### src/rtl/fake_signal_gen.sv
// rtl/fake_signal_gen.sv - fake pulse / ramp injector with equal-latency pass-through
//
// Sits between ADC capture and the filter/trigger chain. Every channel goes
// through two register stages; masked channels get a synthetic {HG, LG}
// sample instead of the delayed ADC word, so all channels stay aligned.
//
// Optional feature macro: FAKE_SIGNAL_MUON_EN (adds MUON_PERIOD input and a
// periodic 4-cycle muon pulse summed into the pulse value in modes 1 and 2).
//
// Ports:
//   CLK, RST_N    clock, asynchronous active-low reset
//   ENABLE        0 = pure pass-through, pulse FSM held idle
//   MODE          0 off, 1 periodic, 2 random interval, 3 ramp
//   CH_MASK       per-channel fake-signal select
//   PERIOD        base gap length in cycles
//   WIDTH         pulse length in cycles
//   AMPLITUDE     pulse height above pedestal (HG units)
//   RAND_BITS     number of LFSR bits added to PERIOD in mode 2
//   MUON_PERIOD   muon spacing (only with FAKE_SIGNAL_MUON_EN)
//   ADC_IN        packed channels, ch0 in LSBs, HG in upper half of each word
//   ADC_OUT       same packing, two cycles after ADC_IN
//   PULSE_ACTIVE  high while a fake pulse is on ADC_OUT
//   PULSE_COUNT   pulses generated since reset (wraps), aligned with ADC_OUT
module fake_signal_gen #(
  parameter int          NCH       = 5,
  parameter int          SAMPLE_W  = 12,
  parameter int          PEDESTAL  = 200,
  parameter int          LG_SHIFT  = 5,
  parameter int          DLY_W     = 32,
  parameter logic [31:0] LFSR_SEED = 32'h0000000F
) (
  input  logic                      CLK,
  input  logic                      RST_N,
  input  logic                      ENABLE,
  input  logic [1:0]                MODE,
  input  logic [NCH-1:0]            CH_MASK,
  input  logic [DLY_W-1:0]          PERIOD,
  input  logic [15:0]               WIDTH,
  input  logic [SAMPLE_W-1:0]       AMPLITUDE,
  input  logic [4:0]                RAND_BITS,
`ifdef FAKE_SIGNAL_MUON_EN
  input  logic [DLY_W-1:0]          MUON_PERIOD,
`endif
  input  logic [NCH*2*SAMPLE_W-1:0] ADC_IN,
  output logic [NCH*2*SAMPLE_W-1:0] ADC_OUT,
  output logic                      PULSE_ACTIVE,
  output logic [31:0]               PULSE_COUNT
);

  localparam int CHW = 2 * SAMPLE_W;
  localparam int CW  = (DLY_W > 16) ? DLY_W : 16;
  // Two bits of headroom so pulse + muon + pedestal never wraps before saturation.
  localparam int PW  = SAMPLE_W + 2;
  localparam logic [PW-1:0] SAT  = PW'({SAMPLE_W{1'b1}});
  localparam logic [31:0]   POLY = 32'h80200003;

  typedef enum logic [1:0] {S_IDLE, S_GAP, S_PULSE} state_t;

  state_t                state;
  logic [CW-1:0]         cnt;
  logic [1:0]            mode_q;
  logic [31:0]           lfsr;
  logic [31:0]           pulse_cnt;
  logic [SAMPLE_W-2:0]   ramp;

  logic                  run_mode;
  logic                  ramp_on;
  logic                  restart;
  logic                  pulse_on;
  logic [31:0]           rand_mask;
  logic [DLY_W-1:0]      gap_sum;
  logic [CW-1:0]         gap_len;
  logic [CW-1:0]         pulse_len;
  logic [PW-1:0]         muon_p;
  logic [PW-1:0]         p_now;

  assign run_mode = ENABLE && (MODE == 2'd1 || MODE == 2'd2);
  assign ramp_on  = ENABLE && (MODE == 2'd3);
  // A mode change only needs a restart once the FSM has left IDLE.
  assign restart  = !run_mode || (state != S_IDLE && MODE != mode_q);
  assign pulse_on = run_mode && (state == S_PULSE);

  always_comb begin
    // RAND_BITS is 5 bits wide, so the mask never needs the full-width case.
    rand_mask = (32'd1 << RAND_BITS) - 32'd1;
    gap_sum   = PERIOD;
    if (MODE == 2'd2)
      gap_sum = PERIOD + DLY_W'(lfsr & rand_mask);
    gap_len   = (gap_sum == '0) ? CW'(1) : CW'(gap_sum);
    pulse_len = (WIDTH == 16'd0) ? CW'(1) : CW'(WIDTH);
  end

  // Pulse FSM; cnt holds the cycles remaining in the current GAP/PULSE.
  always_ff @(posedge CLK or negedge RST_N) begin
    if (!RST_N) begin
      state     <= S_IDLE;
      cnt       <= '0;
      mode_q    <= 2'd0;
      pulse_cnt <= '0;
    end else begin
      mode_q <= MODE;
      if (restart) begin
        state <= S_IDLE;
        cnt   <= '0;
      end else begin
        case (state)
          S_IDLE: begin
            state <= S_GAP;
            cnt   <= gap_len;
          end
          S_GAP: begin
            if (cnt <= CW'(1)) begin
              state     <= S_PULSE;
              cnt       <= pulse_len;
              pulse_cnt <= pulse_cnt + 32'd1;
            end else begin
              cnt <= cnt - CW'(1);
            end
          end
          S_PULSE: begin
            if (cnt <= CW'(1)) begin
              state <= S_GAP;
              cnt   <= gap_len;
            end else begin
              cnt <= cnt - CW'(1);
            end
          end
          default: state <= S_IDLE;
        endcase
      end
    end
  end

  // Galois LFSR x^32+x^22+x^2+x+1; a zero state would lock up, so reseed.
  always_ff @(posedge CLK or negedge RST_N) begin
    if (!RST_N)
      lfsr <= LFSR_SEED;
    else if (ENABLE) begin
      if (lfsr == 32'd0)
        lfsr <= LFSR_SEED;
      else
        lfsr <= (lfsr >> 1) ^ (lfsr[0] ? POLY : 32'd0);
    end
  end

  // Ramp restarts from zero every time mode 3 is entered.
  always_ff @(posedge CLK or negedge RST_N) begin
    if (!RST_N)
      ramp <= '0;
    else if (ramp_on)
      ramp <= ramp + 1'b1;
    else
      ramp <= '0;
  end

`ifdef FAKE_SIGNAL_MUON_EN
  localparam int MW = DLY_W + 1;
  logic [MW-1:0] muon_cnt;
  logic [MW-1:0] muon_len;

  assign muon_len = (MUON_PERIOD == '0) ? MW'(1) : {1'b0, MUON_PERIOD};

  // Counts 0 .. len+3; the last four counts are the muon pulse.
  always_ff @(posedge CLK or negedge RST_N) begin
    if (!RST_N)
      muon_cnt <= '0;
    else if (!run_mode || MODE != mode_q)
      muon_cnt <= '0;
    else if (muon_cnt >= muon_len + MW'(3))
      muon_cnt <= '0;
    else
      muon_cnt <= muon_cnt + MW'(1);
  end

  assign muon_p = (run_mode && muon_cnt >= muon_len) ? PW'(AMPLITUDE >> 2) : '0;
`else
  assign muon_p = '0;
`endif

  always_comb begin
    p_now = '0;
    if (pulse_on)
      p_now = PW'(AMPLITUDE);
    else if (ramp_on)
      p_now = PW'(ramp);
    p_now = p_now + muon_p;
  end

  // Stage 1: capture ADC data together with every control that steers stage 2.
  logic [NCH*CHW-1:0] adc_d1;
  logic [PW-1:0]      p_d1;
  logic               act_d1;
  logic               fake_d1;
  logic [NCH-1:0]     mask_d1;
  logic [31:0]        cnt_d1;

  always_ff @(posedge CLK or negedge RST_N) begin
    if (!RST_N) begin
      adc_d1  <= '0;
      p_d1    <= '0;
      act_d1  <= 1'b0;
      fake_d1 <= 1'b0;
      mask_d1 <= '0;
      cnt_d1  <= '0;
    end else begin
      adc_d1  <= ADC_IN;
      p_d1    <= p_now;
      act_d1  <= pulse_on;
      fake_d1 <= ENABLE && (MODE != 2'd0);
      mask_d1 <= CH_MASK;
      cnt_d1  <= pulse_cnt;
    end
  end

  logic [PW-1:0]       hg_sum;
  logic [PW-1:0]       lg_sum;
  logic [SAMPLE_W-1:0] hg;
  logic [SAMPLE_W-1:0] lg;

  always_comb begin
    hg_sum = p_d1 + PW'(PEDESTAL);
    lg_sum = (p_d1 >> LG_SHIFT) + PW'(PEDESTAL);
    hg     = (hg_sum > SAT) ? {SAMPLE_W{1'b1}} : hg_sum[SAMPLE_W-1:0];
    lg     = (lg_sum > SAT) ? {SAMPLE_W{1'b1}} : lg_sum[SAMPLE_W-1:0];
  end

  // Stage 2: per-channel select between fake sample and delayed ADC word.
  always_ff @(posedge CLK or negedge RST_N) begin
    if (!RST_N) begin
      ADC_OUT      <= '0;
      PULSE_ACTIVE <= 1'b0;
      PULSE_COUNT  <= '0;
    end else begin
      for (int i = 0; i < NCH; i++) begin
        if (fake_d1 && mask_d1[i])
          ADC_OUT[i*CHW +: CHW] <= {hg, lg};
        else
          ADC_OUT[i*CHW +: CHW] <= adc_d1[i*CHW +: CHW];
      end
      PULSE_ACTIVE <= act_d1;
      PULSE_COUNT  <= cnt_d1;
    end
  end

endmodule

### config.mk
export PLATFORM = sky130hd
export DESIGN_NAME = fake_signal_gen
export DESIGN_NICKNAME = d
export VERILOG_FILES = /design/src/rtl/fake_signal_gen.sv
export SDC_FILE = /design/constraint.sdc
export NUM_CORES = 1
export LEC_CHECK = 0
export ABC_AREA = 1
export BUFFER_PORTS_ARGS = -buffer_cell sky130_fd_sc_hd__buf_2
export CAP_MARGIN = 20
export CORE_UTILIZATION = 51
export DETAILED_ROUTE_END_ITERATION = 10
export HOLD_SLACK_MARGIN = 0.12
export PLACE_DENSITY = 0.86
export SYNTH_ARGS = -nofsm -noshare
export SYNTH_HDL_FRONTEND = slang
export SYNTH_SLANG_ARGS = --single-unit
### constraint.sdc
create_clock -name CLK -period 2.3 [get_ports CLK]
set_input_delay 0.46 -clock CLK [delete_from_list [all_inputs] [get_ports CLK]]
set_output_delay 0.46 -clock CLK [all_outputs]
set_load 0.01 [all_outputs]
==> parameters.txt, run 1 <==
Parameter                              Value

Global route
  Antenna violations before repair ... 12
  Number of global-route vias before repair ... between 20,000 and 25,000
  Wire length of the first global-routing pass ... 127,000 um
  Maximum number of pins on one net before global-route repair ... 78
  Remaining Overflow, GRT ... 0
  Total global-route track usage ... around two fifths

Drt
  Router iterations before antenna repair ... 11
  WL final ... 88,400 um
  1st-iter DRT viols ... ~2,200
  Residual DRC count ... 2
  Routed vias/inst ... 5.88
  Residual antenna-violating net count after detailed routing ... 0
  Routed wirelength normalized by instance count ... 23.1 um
  Routed via count ... ~23,000

Logic synthesis
  Combined area of all synthesized cells ... around 0.020 mm2
  Library cell with the highest instance count after synthesis ... nand2_1
  Share of the yosys chip area belonging to registers ... a little over half
  Biggest area contributors in the synthesized netlist ... dfrtp_1 (53%), nand2_1 (13%), inv_1 (5.3%)
  Synth area leader ... dfrtp_1
  Proportion of netlist area held by the largest area contributor ... about 53%
  Count of mapped cells out of synthesis ... 2,461
  Number of distinct library cells after synthesis ... 56
  Average size of a mapped cell ... 8.31 um2
  Fraction of registers with async set or reset after synthesis ... 100%
  Number of warning messages in the yosys log ... 0
  Leading register cell type out of synthesis ... dfrtp_1
  Most frequent cells after synthesis ... nand2_1 (694), dfrtp_1 (431), inv_1 (289)
  Number of enable flip-flop cells after synthesis ... 0
  Syn_nets ... about 2,700
  Synthesized flop and latch total ... between 400 and 500

STA
  Skew final ... ~34 ps
  WHS ... about 120 ps
  Final number of hold-violating endpoints ... 0
  Final worst path period share ... 141%
  Actual slew at the worst max-slew pin ... 802 ps
  PnR worst setup slack ... -954 ps
  RSZ-0062 raised after global routing ... true
  Fmax ... 0.307 GHz
  Number of pins exceeding their max-slew limit in the final report ... 0
  Final number of setup-violating endpoints ... 36
  Final total negative setup slack ... -23,060 ps
  Max_slew headroom ... between 40% and 50%
  Period minus WS final ... 3250 ps

Floorplan
  Number of standard-cell rows in the floorplan ... 72
  Die H ... approximately 200 um
  Starting Density ... a little over half
  # IOs ... roughly 350
  Die area ... slightly above 0.04 mm2
  Area of the placeable core ... slightly below 0.04 mm2
  Die X ... approximately 200 um

CTS
  Number of buffers created by CTS ... 44
  Clock tree from TritonCTS ... done
  Worst-path clk slew ... ~60 ps
  Max clock buf depth ... 3
  Cell at the root of the clock tree ... clkbuf_16
  Clock latency at the later pin of the worst-skew pair ... 610 ps
  Clock sink total ... between 400 and 500
  H-tree lvl count ... 2

Setup path
  Endpoint of the worst-slack reg-to-reg timing path ... cnt[0]
  Cell with the most instances on the worst path ... nand2_1
  Worst R2R Path Depth ... 22
  Critical Path Source Type ... primary input
  Req. time, crit path ... between 2000 and 3000 ps
  Worst-case register-to-register setup slack ... -740 ps
  Data arrival time of the critical path ... 3780 ps
  Startpoint of the worst register-to-register path ... lfsr[5]
  Critical path startpoint ... RAND_BITS[2]
  Setup crit end ... cnt[0]
  Critical path type ... primary input to flop
  CP max stage delay ... between 300 and 400 ps
  Kind of end point of the critical path ... flop
  Critical path fanouts, max ... 6
  Slowest stage cell, crit path ... ha_4

Run status
  Run status ... finished with violations
  Failing checks ... design-rule violations, negative setup slack

Cells and area
  Layout Nets ... between 3,000 and 4,000
  Fillers ... 2,427
  Area growth, synth to finish ... 47.9%
  Share of final-layout standard cells stronger than drive strength 1 ... a little over a third

Placement
  Detailed placer's ending HPWL ... between 50,000 and 60,000 um
  Global placement routability congestion ... a little under 1
  Port buffer count ... about 350

Power and ir drop
  Maximum ir drop on the vdd rail ... around 0.54 mV
  Total Power Consumption ... roughly 24 mW
  Power Density ... approximately 790 mW/mm2
  Leak pwr ... roughly 15 nW

Worst hold path
  Worst hold stages ... 3
  Class of the tightest hold or removal check ... primary input to flop

Flow run
  Max_cap viols ... 0
-- kinds of logic after synthesis --
kind of cell	share of synthesized area, %
AOI/OAI and AO/OA	8.54
xor gates and xnor gates	2.74
adders and majority gates	2.91
buffers and inverters	7.00
DFF	53.3
muxes	0.0979
and+or+nand+nor	25.4
-- sequential cells by signal, summed over array words and instances (netlist names) --
name,count
PULSE_ACTIVE,1
act_d1,1
lfsr,32
ADC_OUT,120
pulse_cnt,32
fake_d1,1
p_d1,12
PULSE_COUNT,32
cnt_d1,32
adc_d1,120
state,2
mask_d1,5
ramp,11
mode_q,2
cnt,32
-- repair_timing --
action	in CTS	in global routing
resized for setup	315	219
setup buffers	38	24
cloned	0	0
pin swaps	152	192
endpoints found under the setup margin	33	54
endpoints found under the hold margin	189	0
hold buffers	134	0
-- how the worst min path moves through the flow --
stage	endpoint	startpoint
floorplan	ADC_OUT[0]	RST_N
global placement	PULSE_COUNT[9]	cnt_d1[9]
detailed placement	PULSE_COUNT[2]	cnt_d1[2]
CTS	p_d1[0]	AMPLITUDE[0]
global route	p_d1[1]	AMPLITUDE[1]
finish	p_d1[7]	AMPLITUDE[7]
-- metrics by stage --
step / util [%] / cell area (um2) / worst slack [ps] / cells
CTS: 74.8 / 29300 / -735 / 3800
finish: 77.3 / 30200 / -954 / 3827
global route: 77.3 / 30200 / -1090 / 3824
global placement: 64.0 / 25000 / -1770 / 3553
floorplan: - / 20500 / -1030 / 2461
detailed placement: 64.0 / 25000 / -1850 / 3553
-- report_power, final --
| group | switching (mW) | total, mW | leakage, nW | internal, mW |
|---|---|---|---|---|
| logic | 4.18 | 7.01 | 9.23 | 2.83 |
| clock network | 3.44 | 7.93 | 0.760 | 4.49 |
| registers | 0.531 | 8.93 | 5.33 | 8.40 |
| total | 8.15 | 23.9 | 15.3 | 15.7 |
-- per-layer routing --
layer	track usage, %	up-vias	part of all wire, %
met3	10.4	569	10
li1	-	9508	-
met4	27.3	4	8.3
met5	0	-	0.032
met1	47.0	10694	35
met2	67.3	1727	47
-- placed cells by master (no fill, tap or decap), types with 12 or more instances in the layout --
master | netlist | final
nand2_1 | 694 | 558
dfrtp_1 | 431 | 430
buf_2 | 9 | 341
buf_4 | 1 | 295
inv_1 | 289 | 248
nor2_1 | 249 | 196
dlygate4sd3_1 | 0 | 134
o21ai_0 | 156 | 123
nand2_2 | 4 | 109
nand3_1 | 147 | 94
nand3_2 | 4 | 47
xor2_1 | 48 | 45
inv_2 | 12 | 44
clkbuf_16 | 0 | 44
buf_6 | 0 | 41
nor2_4 | 6 | 40
a31oi_1 | 39 | 37
nor3_1 | 42 | 33
nand2_4 | 2 | 32
ha_1 | 46 | 32
a21oi_1 | 45 | 29
nand4_1 | 29 | 29
o211ai_1 | 29 | 29
nor2_2 | 9 | 28
nor4_1 | 25 | 24
o21ai_1 | 5 | 18
o21ai_2 | 1 | 16
buf_12 | 0 | 15
xnor2_1 | 16 | 12
-- cell type report --
cell class,instances,area [um2],share of cell area [%]
Multi-Input combinational cell,1649,9880,32.7
Antenna cell,9,22.5,0.0745
Clock buffer,58,1220,4.05
Clock inverter,22,334,1.10
Sequential cell,435,10900,36.0
Tap cell,518,648,2.14
Inverter,308,1190,3.93
Timing Repair Buffer,828,6050,20.0
-- worst max-delay path: cells and delay by family --
family,cells,cell delay [ps]
and+or+nand+nor,21,1940
buffers and inverters,6,650
adders and majority gates,2,520
AOI/OAI and AO/OA,2,200
Power figures use the tool's default switching activity.
==> run 2, diff against run 1 <==
--- a/config.mk
+++ b/config.mk
@@ -11,6 +11,7 @@
 export CORE_UTILIZATION = 51
 export DETAILED_ROUTE_END_ITERATION = 10
 export HOLD_SLACK_MARGIN = 0.12
+export MAX_ROUTING_LAYER = met4
 export PLACE_DENSITY = 0.86
 export SYNTH_ARGS = -nofsm -noshare
 export SYNTH_HDL_FRONTEND = slang
==> run 2 against run 1 <==
Effect of this change:
- the flow finishes with violations (negative setup slack)
- maximum frequency decreased by 0.67%
- total power decreased by 0.90%
- design area decreased by 1.3%
- hold slack improved by 21 ps
- worst setup slack got worse by 22 ps
- non-clock buffer count decreased by 1
- register-to-register slack got worse by 70 ps
- sequential share of layout area increased by 0.49 points
- sequential power about the same
==> parameters.txt, run 2 (synthesis gave the netlist of run 1 again) <==
Parameter                              Value

Global route
  Remaining Overflow, GRT ... 0 (unchanged)
  Number of global-route vias before repair ... 21,442 (-4.7%)
  Antenna violations before repair ... 5 (-7)
  Global routing met3 resource utilization ... 7.61% (-2.8 points)
  Fraction of met2 tracks used by global routing ... 65.5% (-1.9 points)
  Total global-route track usage ... 40.0% (-0.76 points)
  Most utilized layer in the global route result ... met2
  Wire length of the first global-routing pass ... 121,000 um (-4.9%)
  Maximum number of pins on one net before global-route repair ... 74 (-5.1%)
  GR met1 Demand/Resource ... 45.7% (-1.2 points)

STA
  Number of pins exceeding their max-slew limit in the final report ... 0 (unchanged)
  Final number of setup-violating endpoints ... 33 (-8.3%)
  PnR worst setup slack ... -976 ps (-21.9 ps)
  Fmax ... 0.305 GHz (-0.67%)
  Final total negative setup slack ... -23,640 ps (-575 ps)
  RSZ-0062 raised after global routing ... true
  Final number of hold-violating endpoints ... 0 (unchanged)
  Skew final ... 18.5 ps (-15.0 ps)
  Actual slew at the worst max-slew pin ... 869 ps (+66.4 ps)
  Max_slew headroom ... 42.0% (-3.9 points)
  WHS ... 141 ps (+21.3 ps)
  Final worst path period share ... 142% (+0.95 points)
  Period minus WS final ... 3280 ps (+21.9 ps)

Power and ir drop
  Power Density ... 792 mW/mm2 (+0.40%)
  Maximum ir drop on the vdd rail ... 0.564 mV (+3.8%)
  Leak pwr ... 15.3 nW (-0.40%)

CTS
  Max clock buf depth ... 3 (unchanged)
  Cell at the root of the clock tree ... clkbuf_16
  Clock latency at the later pin of the worst-skew pair ... 590 ps (-20 ps)
  H-tree lvl count ... 2 (unchanged)
  Worst-path clk slew ... 60 ps (about the same)
  Number of buffers created by CTS ... 44 (unchanged)
  Clock tree from TritonCTS ... done
  Clock sink total ... 435 (unchanged)

Drt
  WL final ... 84,800 um (-4.1%)
  Routed vias/inst ... 5.77 (-1.9%)
  Routed via count ... 22,068 (-1.9%)
  Residual DRC count ... 0 (-2)
  Router iterations before antenna repair ... 9 (-2)
  Residual antenna-violating net count after detailed routing ... 0 (unchanged)
  Routed wirelength normalized by instance count ... 22.2 um (-4.0%)
  1st-iter DRT viols ... 2,608 (+21%)

Setup path
  Startpoint of the worst register-to-register path ... lfsr[5]
  Critical path type ... primary input to flop
  Kind of end point of the critical path ... flop
  CP max stage delay ... 400 ps (+70 ps)
  Slowest stage cell, crit path ... fa_2
  Critical Path Source Type ... primary input
  Worst-case register-to-register setup slack ... -810 ps (-70 ps)
  Worst R2R Path Depth ... 20 (-9.1%)
  Req. time, crit path ... 2810 ps (-20 ps)
  Data arrival time of the critical path ... 3790 ps (about the same)
  Buffers and inverters on the worst path ... 9 (+3)
  Levels on crit path ... 27 (-13%)
  Critical path startpoint ... RAND_BITS[2]
  Cell family with most CP delay ... simple AND/OR/NAND/NOR gates
  Critical path fanouts, max ... 6 (unchanged)

Placement
  Detailed placer's ending HPWL ... 51,800 um (-0.85%)
  Cells after DPL ... 3,538 (-0.42%)
  Global placement routability congestion ... 1.01 (+2.3%)
  Port buffer count ... 347 (unchanged)
  Instance area at placement ... 0.0249 mm2 (-0.65%)

Floorplan
  Area of the placeable core ... 0.0391 mm2 (unchanged)
  Die H ... 202 um (unchanged)
  Die X ... 202 um (unchanged)
  # IOs ... 348 (unchanged)
  Starting Density ... 52.3% (unchanged)
  Die area ... 0.0409 mm2 (unchanged)
  Number of standard-cell rows in the floorplan ... 72 (unchanged)

Cells and area
  Finished Cell Area ... 0.0298 mm2 (-1.3%)
  Share of final-layout standard cells stronger than drive strength 1 ... 34.7% (-1.2 points)
  Commonest non-fill, non-tap cell in the layout ... nand2_1
  Number of non-filler instances in the completed layout ... 3,824 (-0.078%)
  Finished Core Util ... 76.3% (-1.0 points)
  Layout Nets ... 3,507 (-0.029%)
  Commonest cells after routing, fill and taps aside ... nand2_1 (573), dfrtp_1 (427), buf_2 (341), buf_4 (305), inv_1 (252)
  Area growth, synth to finish ... 46.0%
  Largest registers ... ADC_OUT x120, adc_d1 x120

Worst hold path
  Hold Crit Start ... AMPLITUDE[4]
  Class of the tightest hold or removal check ... primary input to flop
  Worst hold stages ... 3 (unchanged)

Run status
  Run status ... finished with violations
  Failing checks ... negative setup slack

Flow run
  Max_cap viols ... 0 (unchanged)
## run 2: report_power, final
group	switching, mW	total [mW]	leakage [nW]	internal, mW
Clock	3.38	7.92	0.766	4.54
Combinational	4.07	6.84	9.17	2.77
Sequential	0.499	8.90	5.32	8.40
Total	7.95	23.7	15.3	15.7
## run 2: worst reg2reg max path, cell delays in order, from the launching register on
cell      delay [ps]
dfrtp_1          430
o211ai_1         310
inv_1            110
ha_1             480
nand2_1          100
nand2_1          100
nand2_1           80
nand2_2          110
inv_1             70
nand2_2          110
nand2_1           90
a31oi_1          220
buf_4            210
nand3_1           80
nor2_1           130
nand2_1           70
nor2_1            80
nand3_1           80
nand2_1           60
nand2_1           50
nand2_1           60
## run 2: path summary, 6_finish.rpt
kind | end
worst max-delay path | cnt[0]
worst min-delay path | p_d1[4]
worst max register to register | cnt[0]
worst min register to register | PULSE_COUNT[1]
max in group asynchronous | cnt[7]
min in group asynchronous | adc_d1[58]
## run 2: layer usage
metal / share of wire [%] / vias up
li1: - / 9494
met1: 34 / 10365
met2: 48 / 1692
met3: 11 / 517
met4: 7.5 / 0
met5: 0 / -
## run 2: timing repair
action | CTS | global route
cloned | 0 | 0
pin swaps | 74 | 163
hold endpoints to repair | 168 | 0
hold buffers | 132 | 0
endpoints found under the setup margin | 34 | 57
gates resized for setup | 170 | 288
buffers inserted | 29 | 42
## run 2: final cells by class
| type | count | area (um2) |
|---|---|---|
| diodes | 5 | 12.5 |
| repair buffers | 827 | 5960 |
| inverters | 308 | 1170 |
| fillers | 2432 | 9250 |
| clock buffers | 59 | 1250 |
| well taps | 518 | 648 |
| multi-input cells | 1649 | 9590 |
| flip-flops and latches | 435 | 10900 |
| clock inverters | 23 | 315 |
## run 2: stage by stage
step	power, mW	setup WS [ps]
finish	23.7	-976
global route	24.4	-1210
CTS	22.4	-797
detailed placement	14.2	-1660
global placement	14.0	-1560
floorplan	11.7	-1030
